## config.mk

```make
export PLATFORM = sky130hd
export DESIGN_NAME = barrel_multipass_ctrl
export DESIGN_NICKNAME = d
export VERILOG_FILES = /design/src/rtl/barrel_pkg.sv /design/src/rtl/barrel_multipass_ctrl.sv
export SDC_FILE = /design/constraint.sdc
export NUM_CORES = 1
export LEC_CHECK = 0
export ABC_AREA = 1
export CORE_MARGIN = 3
export CORE_UTILIZATION = 41
export DETAILED_ROUTE_END_ITERATION = 8
export PLACE_DENSITY = 0.75
export SYNTH_ARGS = -nofsm -noshare
export SYNTH_HDL_FRONTEND = slang
export SYNTH_SLANG_ARGS = --single-unit
```

## constraint.sdc

```tcl
create_clock -name clk -period 5.52 [get_ports clk]
set_clock_uncertainty 0.1 [all_clocks]
set_input_delay 1.104 -clock clk [delete_from_list [all_inputs] [get_ports clk]]
set_output_delay 1.104 -clock clk [all_outputs]
set_load 0.005 [all_outputs]
```

## src/rtl/barrel_pkg.sv

```systemverilog
// Shared types for the multi-pass barrel shifter controller.
package barrel_pkg;

  typedef enum logic [1:0] {
    IDLE = 2'd0,
    RUN  = 2'd1,
    DONE = 2'd2
  } state_t;

  // Largest shift a barrel with an shw-bit amount port can do in one pass.
  function automatic int unsigned max_step(input int unsigned shw);
    return (32'd1 << shw) - 32'd1;
  endfunction

endpackage

```

## src/rtl/barrel_multipass_ctrl.sv

```systemverilog
// Drives an external barrel shifter for several passes so that a single request
// can shift by more than the barrel's own range, then returns the final word.
module barrel_multipass_ctrl
  import barrel_pkg::*;
#(
  parameter int unsigned WIDTH = 16,
  parameter int unsigned SHW   = 4,
  parameter int unsigned AMTW  = 8
) (
  input  logic             clk,
  input  logic             rst_n,
  input  logic             req_valid,
  output logic             req_ready,
  input  logic [WIDTH-1:0] req_data,
  input  logic             req_lr,
  input  logic [AMTW-1:0]  req_amt,
  output logic [WIDTH-1:0] bs_in,
  output logic             bs_lr,
  output logic [SHW-1:0]   bs_shift,
  input  logic [WIDTH-1:0] bs_out,
  output logic             rsp_valid,
  input  logic             rsp_ready,
  output logic [WIDTH-1:0] rsp_data,
  output logic [AMTW-1:0]  rsp_passes
);

  localparam int unsigned MAX_STEP = max_step(SHW);

  state_t           state, state_d;
  logic [WIDTH-1:0] acc, acc_d;
  logic [AMTW-1:0]  rem, rem_d;
  logic             dir, dir_d;
  logic [AMTW-1:0]  passes, passes_d;
  logic             rsp_valid_d;
  logic [WIDTH-1:0] rsp_data_d;
  logic [AMTW-1:0]  rsp_passes_d;

  logic [SHW-1:0]   step;
  logic [AMTW-1:0]  rem_after;

  // Per-pass step is the remaining amount clipped to the barrel's range.
  always_comb begin
    if (rem > AMTW'(MAX_STEP)) begin
      step = SHW'(MAX_STEP);
    end else begin
      step = SHW'(rem);
    end
    rem_after = rem - AMTW'(step);
  end

  // Barrel inputs idle at a zero shift of the accumulator outside RUN.
  always_comb begin
    bs_in     = acc;
    bs_lr     = dir;
    bs_shift  = (state == RUN) ? step : '0;
    req_ready = (state == IDLE);
  end

  always_ff @(posedge clk or negedge rst_n) begin
    if (!rst_n) begin
      state <= IDLE;
    end else begin
      state <= state_d;
    end
  end

  always_ff @(posedge clk or negedge rst_n) begin
    if (!rst_n) begin
      acc        <= '0;
      rem        <= '0;
      dir        <= 1'b0;
      passes     <= '0;
      rsp_valid  <= 1'b0;
      rsp_data   <= '0;
      rsp_passes <= '0;
    end else begin
      acc        <= acc_d;
      rem        <= rem_d;
      dir        <= dir_d;
      passes     <= passes_d;
      rsp_valid  <= rsp_valid_d;
      rsp_data   <= rsp_data_d;
      rsp_passes <= rsp_passes_d;
    end
  end

  // DONE spends its first cycle loading the response registers, then waits
  // for the consumer handshake.
  always_comb begin
    state_d      = state;
    acc_d        = acc;
    rem_d        = rem;
    dir_d        = dir;
    passes_d     = passes;
    rsp_valid_d  = rsp_valid;
    rsp_data_d   = rsp_data;
    rsp_passes_d = rsp_passes;

    case (state)
      IDLE: begin
        if (req_valid) begin
          acc_d    = req_data;
          dir_d    = req_lr;
          rem_d    = req_amt;
          passes_d = '0;
          state_d  = (req_amt == '0) ? DONE : RUN;
        end
      end
      RUN: begin
        acc_d    = bs_out;
        rem_d    = rem_after;
        passes_d = passes + AMTW'(1);
        if (rem_after == '0) begin
          state_d = DONE;
        end
      end
      DONE: begin
        if (!rsp_valid) begin
          rsp_valid_d  = 1'b1;
          rsp_data_d   = acc;
          rsp_passes_d = passes;
        end else if (rsp_ready) begin
          rsp_valid_d = 1'b0;
          state_d     = IDLE;
        end
      end
      default: begin
        state_d = IDLE;
      end
    endcase
  end

endmodule
```

* After elaboration in Yosys (flattened, before gate mapping)
Index checks and enable logic that the tools add are counted.
Cells by class: add/subtract/negate cells 2, magnitude comparators 1, equal/unequal tests 6, muxes and demuxes 16, bitwise gates (word level) 1, reduce and logical (&&, ||, !) cells 8
Operators with widths (count):
- $pmux 16 s2 | 1
- $pmux 8 s2 | 2
- $logic_not 8->1 | 2
- $mux 16 | 1
- $mux 8 | 2
- $mux 2 | 5
- $add 8x1->8 const B | 1
- $gt 8x4->1 const B | 1
- $mux 4 | 2
- $sub 8x4->8 | 1
- $ne 2x2->1 const B | 3
- $pmux 2 s3 | 1
- $reduce_and 2->1 | 3
- $reduce_and 4->1 | 1
- $eq 2x1->1 const B | 1
- $eq 2x2->1 const B | 1
- $logic_not 2->1 | 1
- $mux 1 | 2
- $ne 2x1->1 const B | 1
- $reduce_bool 2->1 | 1
- $not 1->1 | 1
Storage, ports and cells: register bits 60, bits of input ports 45, output and inout bits 47

* Longest topological paths before layout
Gate-level depths: netlist of run 1.
depth in word-level cells 6, depth in mapped cells 15

* Worst setup path after synthesis of run 1
No wires, ideal clock.
kind register to output, start reg state[0], end out bs_shift[0], arrival time 1.104 ns, slack 3.212 ns, cell stages (with the launch flop) 7, buffers on the path 2, cells stage by stage dfrtp_1 buf_4 inv_2 nor2_8 clkbuf_1 o21ai_0 inv_1
Between the ends: longest elaborated chain between the ends 2
RTL lines:
- from (decl) | line barrel_multipass_ctrl.sv:29 | state_t state, state_d;
- from (signal assigned) | line barrel_multipass_ctrl.sv:63 | state <= state_d;
- $eq 2x1->1 | line barrel_multipass_ctrl.sv:55 | bs_shift = (state == RUN) ? step : '0;
- $mux 4 | line barrel_multipass_ctrl.sv:55
- to (decl) | line barrel_multipass_ctrl.sv:19 | output logic [SHW-1:0] bs_shift,
Every way passes these cells.

* Worst setup path after layout of run 1
start reg state[0], end out bs_shift[3]
The elaborated chain is that of the path after synthesis.

==> impl_metrics.ini, run 1 <==
[place]
place_congestion = 0.8492
port-buffer-count = 91
place_area_um2 = 3908
hpwl_um = 5000

[critical_path]
crit_family = buffers and inverters
cp-start-kind = register
critical_path_required_ps = 4320
r2r_cells = 6
critPathKind = reg2out
r2r_end = bs_in[13]
crit_chain = inv_2 > nor2_8 > o21ai_0 > inv_1 > clkdlybuf4s50_1
end_kind = primary output
path_depth = 5
cpPeakStageDelay_ps = 580
endpoint = bs_shift[3]
critPathMaxFanout = 27
cp_slowest_cell = dfrtp_1
r2r_slack_ps = 2580
startpoint = state[0]
reg2reg_from = state[0]
cp.arrival_ps = 2140
worst-path-buf-inv = 3

[logic_synthesis]
syn_inst = 318
synth_cell_type_count = 32
synth_ff_type = dfrtp_1
syn-num-nets = 365
ys_async_sr_fraction_pct = 100.0
syn_area_um2 = 2977
synth-seq-cells = 60
synth_edf_count = 0
synth_seq_area_share_pct = 50.44
yosysWarnings = 0
synth_area_per_cell_um2 = 9.360

[min_path]
min_path_type = reg2reg

[cts]
worstSkewPairLatency_ps = 340
cts_setup_buffers = 0
clock_sinks = 60
cts_resized = 0
numCtsBuffers = 9
clk_pin_slew_ps = 70
htreeDepth = 3
clockRootBuffer = clkbuf_8
postCtsHoldBufs = 0
cts_tree = yes
clock_path_buffers = 2

[layout]
layout_common_cells = 90 x clkdlybuf4s50_1, 62 x nand2_1, 60 x dfrtp_1
final_common_cell = clkdlybuf4s50_1
final_util_pct = 59.47
final_net_count = 453
area_delta_synth_final_pct = 38.00
num_antenna_cells = 0
fillCellCount = 616
drive_gt1_share_pct = 13.38
fin_area_um2 = 4108

[route]
routed_wl_um = 7199
drc = 0
vias_per_cell = 4.937
vias = 2503
drtPass1Iterations = 4
first_iter_violations = 144
postRouteAntennaNets = 0
wl_per_cell_um = 14.20

[timing]
whs_ps = 386.4
worst_pin_slew_ps = 790.9
fmax_ghz = 0.2993
final-setup-viol-count = 0
slew_headroom_pct = 47.27
setup_tns_ps = 0
finalHoldViolCount = 0
maxSlewViolCount = 0
rsz0062_at_grt = no
period_needed_ps = 3341
timing.final.crit_share_pct = 60.52

[power]
power_density_nw_per_um2 = 444.6
leakage_nw = 1.901
ir_drop_uv = 241.0

[global_routing]
grt_overflow = 0
antenna_found_initial = 0
grt_max_degree = 61
grt_usage_pct = 17.57
grt_pass1_vias = 2445
grt_pass1_wl_um = 11720

[floorplan]
fp.dieArea_um2 = 8318
die_h_um = 91.21
core_area_um2 = 6907
fp.dieW_um = 91.21
row_count = 30
ios = 92
start_util_pct = 43.10

[job]
maxCapViolCount = 0

[run_status]
status = complete, no violations
-- state kept, by name, indices dropped and copies added, names as in the netlist --
name,cells
bs_in,16
bs_lr,1
passes,8
rem,8
rsp_data,16
rsp_passes,8
rsp_valid,1
state,2
-- worst reg2reg max path, cell delays in order (launching register included) --
cell	delay (ps)
dfrtp_1	580
inv_2	120
nor2_8	340
inv_2	350
nand2_1	580
inv_2	430
o31ai_1	330
-- cell type report --
type	count	area, um2	area share, %
flip-flops and latches	60	1501	36.55
multi-input cells	211	1252	30.49
clock inverters	7	76.32	1.858
repair buffers	92	913.4	22.24
well taps	96	120.1	2.924
clock buffers	9	123.9	3.016
inverters	32	120.1	2.924
-- kinds of logic after synthesis --
| logic type | count (synthesis) | synth area share [%] |
|---|---|---|
| compound gates | 64 | 13.58 |
| fa+ha+maj | 2 | 0.8406 |
| buf+inv | 47 | 7.482 |
| flops | 60 | 50.44 |
| mux | 17 | 8.197 |
| simple gates | 128 | 19.46 |
-- cells in the mapped netlist (5+ instances only) --
master / instances / area share (%)
a21oi_1: 6 / 1.0
buf_2: 7 / 1.2
dfrtp_1: 60 / 50
inv_1: 27 / 3.4
inv_2: 5 / 0.63
mux2_4: 14 / 7.1
nand2_1: 62 / 7.8
nand3_1: 6 / 1.0
nor2_1: 43 / 5.4
o21ai_0: 24 / 4.0
o21ai_1: 6 / 1.0
o22ai_1: 5 / 1.1
o31ai_1: 16 / 4.0
-- how the worst min path moves through the flow --
stage               slack (ps)            end          start  cells after the start
finish                     390  rsp_passes[1]  rsp_passes[1]                      2
global route               430  rsp_passes[7]  rsp_passes[7]                      2
CTS                        390  rsp_passes[1]  rsp_passes[1]                      2
detailed placement         370  rsp_passes[1]  rsp_passes[1]                      2
global placement           370  rsp_passes[2]  rsp_passes[2]                      2
floorplan                  370         rem[7]         rem[7]                      2
-- per-layer routing --
layer / vias up / share of wire, % / global-route usage, %
li1: 1233 / - / -
met1: 1185 / 46 / 22.61
met2: 79 / 47 / 28.94
met3: 6 / 5.6 / 4.391
met4: 0 / 1.1 / 5.779
met5: - / 0 / 0
-- per-stage QoR --
| step | power [mW] | setup slack [ps] | cells |
|---|---|---|---|
| after global routing | 1.972 | 1996 | 507 |
| after global placement | 1.401 | 2452 | 491 |
| after CTS | 1.840 | 2136 | 507 |
| final | 1.826 | 2179 | 507 |
| after floorplan | 1.180 | 3212 | 318 |
| after detailed placement | 1.439 | 2376 | 491 |
-- power by group --
group | total, mW | switching, mW | leakage, nW | internal [mW]
sequential | 0.634 | 0.0834 | 0.759 | 0.550
combinational | 0.795 | 0.449 | 1.05 | 0.346
clock | 0.398 | 0.187 | 0.0958 | 0.210
total | 1.83 | 0.720 | 1.90 | 1.11
(Power assumes the default switching activity.)
==> run 2: changes to the inputs <==
Clock period 5.52 ns to 3.1 ns, I/O delays scaled along.
==> impl_metrics.ini, run 2 (synthesis results as in run 1) <==
[run_status]
status = complete, no violations

[place]
port-buffer-count = 91
place_congestion = 0.8096
place_area_um2 = 3935
hpwl_um = 5108
placed_cells = 493

[cts]
numCtsBuffers = 9
postCtsHoldBufs = 0
cts_setup_buffers = 0
clock_path_buffers = 2
clockRootBuffer = clkbuf_8
htreeDepth = 3
clk_pin_slew_ps = 70
cts_resized = 0
clock_sinks = 60
worstSkewPairLatency_ps = 320
cts_tree = yes

[timing]
rsz0062_at_grt = no
setup_tns_ps = 0
final-setup-viol-count = 0
finalHoldViolCount = 0
fmax_ghz = 0.3535
maxSlewViolCount = 0
timing.final.crit_share_pct = 91.24
slew_headroom_pct = 53.37
worst_pin_slew_ps = 699.4
period_needed_ps = 2828

[layout]
drive_gt1_share_pct = 13.59
num_antenna_cells = 0
fin_area_um2 = 4125
layoutNonFillerInstCount = 508
area_delta_synth_final_pct = 38.59
final_common_cell = clkdlybuf4s50_1
final_net_count = 455
layout_common_cells = 90 x clkdlybuf4s50_1, 62 x nand2_1, 60 x dfrtp_1

[critical_path]
critPathKind = reg2out
critPathMaxFanout = 27
critical_path_required_ps = 2380
cp.arrival_ps = 2110
r2r_cells = 13
end_kind = primary output
cp-start-kind = register

[route]
vias_per_cell = 4.984
wl_per_cell_um = 14.09
drc = 0
routed_wl_um = 7156
first_iter_violations = 133
drtPass1Iterations = 4
postRouteAntennaNets = 0
vias = 2532

[floorplan]
ios = 92
die_h_um = 91.21
fp.dieW_um = 91.21
core_area_um2 = 6907
fp.dieArea_um2 = 8318
row_count = 30
start_util_pct = 43.10

[global_routing]
grt_pass1_wl_um = 11930
grt_overflow = 0
grt_max_degree = 35
grt_pass1_vias = 2511
antenna_found_initial = 0
grt_usage_pct = 17.78

[min_path]
min_path_type = in2async

[job]
maxCapViolCount = 0

[power]
ir_drop_uv = 448.2
leakage_nw = 1.917
power_density_nw_per_um2 = 786.2
==> run 2: cell count changes in the layout (fill, tap and decap cells not counted), sizes merged <==
cell and change:
buf +2, clkbuf +1, clkinvlp -1, inv -1
==> run 2: worst paths after layout <==
path / start / to / slack (ps)
worst max-delay path: state[0] / bs_shift[3] / 270
worst min-delay path: rst_n / rsp_passes[5] / 240
worst max register to register: rem[4] / state[0] / 960
worst min register to register: rsp_passes[5] / rsp_passes[5] / 390
max in group asynchronous: rst_n / rsp_data[3] / 2050
min in group clk: rsp_passes[5] / rsp_passes[5] / 390
==> run 2: area by class of cell <==
cell class / instances / area (um2)
timing repair buffer: 94 / 940.9
fill: 635 / 2781
inverter: 32 / 120.1
tap: 96 / 120.1
sequential: 60 / 1501
multi-input combinational: 211 / 1252
clock inverter: 5 / 52.55
clock buffer: 10 / 137.6
==> run 2: routing by layer <==
layer | share of wire, % | track usage, % | up-vias
li1 | - | - | 1233
met1 | 46 | 23.09 | 1205
met2 | 48 | 28.45 | 82
met3 | 5.4 | 4.143 | 12
met4 | 1.5 | 7.538 | 0
met5 | 0 | 0 | -
==> run 2: per-stage QoR <==
| stage | total power, mW | hold WS [ps] | setup slack, ps | util [%] |
|---|---|---|---|---|
| after CTS | 3.267 | 264.6 | 250.2 | 59.73 |
| after detailed placement | 2.568 | 374.0 | 618.9 | 56.97 |
| after global routing | 3.511 | 293.9 | 111.1 | 59.73 |
| after floorplan | 2.100 | 224.4 | 1276 | - |
| final | 3.243 | 239.9 | 271.5 | 59.73 |
| after global placement | 2.523 | 365.8 | 659.9 | 56.97 |
==> run 2: power by group <==
group	internal, mW	leakage [nW]	switching (mW)
sequential	0.980	0.759	0.139
clock	0.385	0.0979	0.305
combinational	0.631	1.06	0.804
total	2.00	1.92	1.25
==> run 2: worst max-delay path: stages (launching register included) <==
cell	delay, ps
dfrtp_1	570
inv_2	130
nor2_8	350
o21ai_0	160
inv_1	80
clkdlybuf4s50_1	500
==> run 3: changes to the inputs <==
--- a/config.mk
+++ b/config.mk
@@ -8,2 +8,3 @@
 export ABC_AREA = 1
+export CAP_MARGIN = 5
 export CORE_MARGIN = 3
@@ -11,3 +12,3 @@
 export DETAILED_ROUTE_END_ITERATION = 8
-export PLACE_DENSITY = 0.75
+export PLACE_DENSITY = 0.77
 export SYNTH_ARGS = -nofsm -noshare
--- a/constraint.sdc
+++ b/constraint.sdc
@@ -4,2 +4,2 @@
 set_output_delay 0.62 -clock clk [all_outputs]
-set_load 0.005 [all_outputs]
+set_load 0.02 [all_outputs]
==> impl_metrics.ini, run 3 (synthesis results as in run 1) <==
[floorplan]
fp.dieArea_um2 = 8318
start_util_pct = 43.10
die_h_um = 91.21
fp.dieW_um = 91.21
row_count = 30
core_area_um2 = 6907
ios = 92

[power]
ir_drop_uv = 441.3
clkPwrFrac_pct = 20.3
p_int_mw = 1.995
p_comb_share_pct = 46.3
p_switching_mw = 1.372
p_sw_share_pct = 40.75
power_density_nw_per_um2 = 820.0
seqPwrFrac_pct = 33.4
leakage_nw = 1.908

[global_routing]
grt_max_degree = 35
grt_overflow = 0
antenna_found_initial = 0
grt_pass1_wl_um = 12280
grt_pass1_vias = 2520
grt_usage_pct = 18.32

[timing]
worst_pin_slew_ps = 663.5
fin_ws_ps = 172.0
slew_headroom_pct = 55.76
period_needed_ps = 2928
rsz0062_at_grt = no
finalHoldViolCount = 0
whs_ps = 212.4
final-setup-viol-count = 0
timing.final.crit_share_pct = 94.45
maxSlewViolCount = 0
fmax_ghz = 0.3415
setup_tns_ps = 0

[route]
vias_per_cell = 4.915
drc = 0
drtPass1Iterations = 4
postRouteAntennaNets = 0
wl_per_cell_um = 14.19
first_iter_violations = 126
vias = 2497
routed_wl_um = 7208

[layout]
num_antenna_cells = 0
drive_gt1_share_pct = 12.86
area_delta_synth_final_pct = 37.96
final_common_cell = clkdlybuf4s50_1
final_net_count = 455
fillCellCount = 603
layout_common_cells = 90 x clkdlybuf4s50_1, 62 x nand2_1, 60 x dfrtp_1

[cts]
htreeDepth = 3
cts_resized = 0
numCtsBuffers = 9
clock_path_buffers = 2
postCtsHoldBufs = 0
worstSkewPairLatency_ps = 330
cts_tree = yes
clock_sinks = 60
clockRootBuffer = clkbuf_8
cts_setup_buffers = 0
clk_pin_slew_ps = 70

[place]
hpwl_um = 5103
place_congestion = 0.8367
pre_cts_ws_ps = 511.9
port-buffer-count = 91

[critical_path]
cp.arrival_ps = 2210
critPathMaxFanout = 27
critical_path_required_ps = 2380
end_kind = primary output
reg2reg_from = state[0]
startpoint = state[0]
cp-start-kind = register
critPathKind = reg2out

[run_status]
status = complete, no violations

[min_path]
min_path_type = in2async

[job]
maxCapViolCount = 0
[run 3: changes by cell type in the layout (fill, tap and decap cells not counted)]
cell / delta
clkinv_2: -2
clkinvlp_4: -1
clkbuf_1: +3
buf_4: +1
buf_12: -1
[run 3: final cells by class]
| class | count | area [um2] | area share (%) |
|---|---|---|---|
| clock buffer | 13 | 148.9 | 3.626 |
| clock inverter | 2 | 35.03 | 0.8531 |
| inverter | 32 | 120.1 | 2.925 |
| multi-input combinational | 211 | 1252 | 30.50 |
| sequential | 60 | 1501 | 36.56 |
| tap | 96 | 120.1 | 2.925 |
| timing repair buffer | 94 | 928.4 | 22.61 |
[run 3: power by group through the flow]
| stage | clock [mW] | combinational, mW | sequential, mW |
|---|---|---|---|
| after floorplan | 0 | 1.03 | 1.19 |
| after global placement | 0 | 1.51 | 1.13 |
| after detailed placement | 0 | 1.56 | 1.14 |
| after CTS | 0.699 | 1.57 | 1.12 |
| after global routing | 0.736 | 1.75 | 1.15 |
| final | 0.685 | 1.56 | 1.12 |
[run 3: critical path, stage by stage, from the launching register on]
cell             delay, ps
dfrtp_1                550
inv_2                  120
nor2_8                 360
o21ai_0                160
inv_1                   80
clkdlybuf4s50_1        600
[run 3: through the flow]
step / std cells / total power [mW] / instance area, um2 / util, %
6_report: 508 / 3.367 / 4106 / 59.46
5_1_grt: 508 / 3.637 / 4106 / 59.46
4_1_cts: 508 / 3.392 / 4106 / 59.46
3_5_place_dp: 493 / 2.692 / 3923 / 56.79
3_3_place_gp: 493 / 2.639 / 3923 / 56.79
2_1_floorplan: 318 / 2.224 / 2977 / -
[run 3: routing by layer]
layer / vias up / global-route usage, % / wire length (um)
li1: 1235 / - / -
met3: 12 / 4.888 / 401
met2: 80 / 29.31 / 3456
met5: - / 0 / 0
met4: 0 / 6.533 / 102
met1: 1170 / 23.91 / 3247
[run 3: final timing paths]
check,end,slack [ps],cells after the start
hold reg to reg,rsp_passes[7],380,2
hold / removal,rsp_passes[7],210,1
setup reg to reg,rem[5],760,7
min in group clk,rsp_passes[7],380,2
setup / recovery,bs_shift[3],170,5
max in group asynchronous,bs_in[15],1990,2
==> RTL change, RTL diff (flow settings as in run 3) <==
The parameter `SHW` goes from 4 to 6.
--- a/src/rtl/barrel_multipass_ctrl.sv
+++ b/src/rtl/barrel_multipass_ctrl.sv
@@ -5,5 +5,5 @@
 #(
   parameter int unsigned WIDTH = 16,
-  parameter int unsigned SHW   = 4,
+  parameter int unsigned SHW   = 6,
   parameter int unsigned AMTW  = 8
 ) (
Ports: changed (resized bs_shift); port bits go from 92 to 94. The function was not compared with the original's and may differ.
==> RTL change against run 3 <==
- routed wire length grew 1.3%
- design area grew 3.3%
- worst setup slack gained 430 ps
- register-to-register slack gained 270 ps
- sequential cell count is the same
- combinational power grew 76%
- total power grew 44%
- cell count grew 3.3%
- synthesized area grew 2.7%
- largest cell class unchanged
- highest routed layer unchanged
==> RTL change: results (changes against run 3) <==
status=finished, final reports clean (unchanged); Inserted Clock Buffers=9 (unchanged); met3 Use GR=0.0577 (was 0.0489); yosys warns=0 (unchanged); Worst-path clk slew=70 ps (about the same); first-pass GRT wire length=11900 microns (was 12300 microns); nets@finish=472 (was 455); main area contributors after synthesis=dfrtp_1 (49%), nand2_1 (7.0%), mux2_2 (5.9%) (was dfrtp_1 (50%), nand2_1 (7.8%), mux2_4 (7.1%)); Ant. Diodes=0 (unchanged); DR pass1 iterations=4 (unchanged); PostCTS Resize Cnt=0 (unchanged); Critical Path AT=1770 ps (was 2210 ps); CTS H-tree depth=3 (unchanged); Post-CTS Setup Inserts=0 (unchanged); DR iter-0 viols=96 (was 126); vias in the first global route=2493 (was 2520); WL/cell=13.9 microns (was 14.2 microns); Async SR Flop Fraction=1.00 (unchanged); top cells by count, synth=dfrtp_1 (60), nand2_1 (57), nor2_1 (43) (was nand2_1 (62), dfrtp_1 (60), nor2_1 (43)); LEAKAGE=1.86 nW (was 1.91 nW); syn_nets=378 (was 365); GR Util met1=0.216 (was 0.239); number of buffers added on ports=93 (was 91); setup slack at placement=845 ps (was 512 ps); r2r worst-path depth=9 (was 7); hpwl dp=5270 microns (was 5100 microns); filler instances=616 (was 603); largest net degree at the start of global routing=43 (was 35); Worst-Margin Slew=630 ps (was 664 ps); CTS Buffer Depth=2 (unchanged); Worst-Skew Late Latency=340 ps; maximum vdd drop=477 uV (was 441 uV); routability cong.=0.863 (was 0.837); initial antenna violation count=0 (unchanged); Total GRT Usage=0.179 (was 0.183); maximum fanout along the worst path=7 (was 27); DR vias=2633 (was 2497); share of layout cells above drive strength 1=0.161 (was 0.129); max-cap violations=0 (unchanged); Hold Crit Class=input port to asynchronous set/reset pin (unchanged); distinct cell type count after synthesis=32 (unchanged); Post-DP Area=4030 sq um (was 3920 sq um); root buf cell=clkbuf_8 (unchanged); max-slew violations=0 (unchanged); sequential element share of the synthesized area=0.491 (was 0.504); met2 GRT Util=0.300 (was 0.293)
## RTL change: cell count changes after synthesis, moves of 4 or more
cell / delta
mux2_4: -14
a21oi_1: +8
o21ai_0: +6
mux2_2: +13
o31ai_1: -13
nand3_1: +4
nand2_1: -5
o21ai_1: -4
o31ai_2: +13
## RTL change: layer usage
| metal | wire length, microns | part of all wire |
|---|---|---|
| met2 | 3740 | 0.51 |
| met3 | 375 | 0.051 |
| met4 | 151 | 0.021 |
| met1 | 3030 | 0.42 |
| met5 | 0 | 0 |
## RTL change: through the flow
step	power [mW]	std cells
final	4.86	525
after global routing	5.22	525
after CTS	4.92	525
after detailed placement	4.12	510
after global placement	4.06	510
after floorplan	3.18	331
## RTL change: layout make-up
class,instances,area (sq um),area share
flip-flops and latches,60,1500,0.354
multi-input cells,223,1320,0.311
repair buffers,96,948,0.224
clock buffers,11,141,0.0333
inverters,35,136,0.0322
well taps,96,120,0.0283
clock inverters,4,73.8,0.0174
## RTL change: path summary, 6_finish.rpt
kind / start / end / slack (ps)
max: state[0]$_DFFE_PN0P_ / bs_shift[5] / 610
min: rst_n / bs_in[11]$_DFFE_PN0P_ / 90
max reg2reg: state[0]$_DFFE_PN0P_ / rem[0]$_DFFE_PN0P_ / 1030
min reg2reg: rsp_passes[6]$_DFFE_PN0P_ / rsp_passes[6]$_DFFE_PN0P_ / 380
max in group asynchronous: rst_n / state[0]$_DFFE_PN0P_ / 1930
min in group clk: rsp_passes[6]$_DFFE_PN0P_ / rsp_passes[6]$_DFFE_PN0P_ / 380
## RTL change: report_power, final
group	switching, mW	total, mW	internal, mW
logic	1.60	2.74	1.14
clock network	0.300	0.770	0.470
registers	0.220	1.35	1.13
total	2.12	4.86	2.74
## RTL change: logic make-up (layout without fill, tap and decap cells)
family                     count (synthesis)  count (layout)  synth area share
DFF                                       60              60             0.491
AOI/OAI and AO/OA                         74              74             0.166
muxes                                     16              16            0.0589
adders and majority gates                  2               2           0.00818
buffers and inverters                     48             146            0.0777
xor gates and xnor gates                   3               3           0.00859
and+or+nand+nor                          128             128             0.189
## RTL change: critical path, stage by stage (launching register included)
cell and delay [ps]:
dfrtp_1 390, inv_1 100, nor2_4 100, inv_2 70, a21oi_1 150, clkdlybuf4s50_1 630
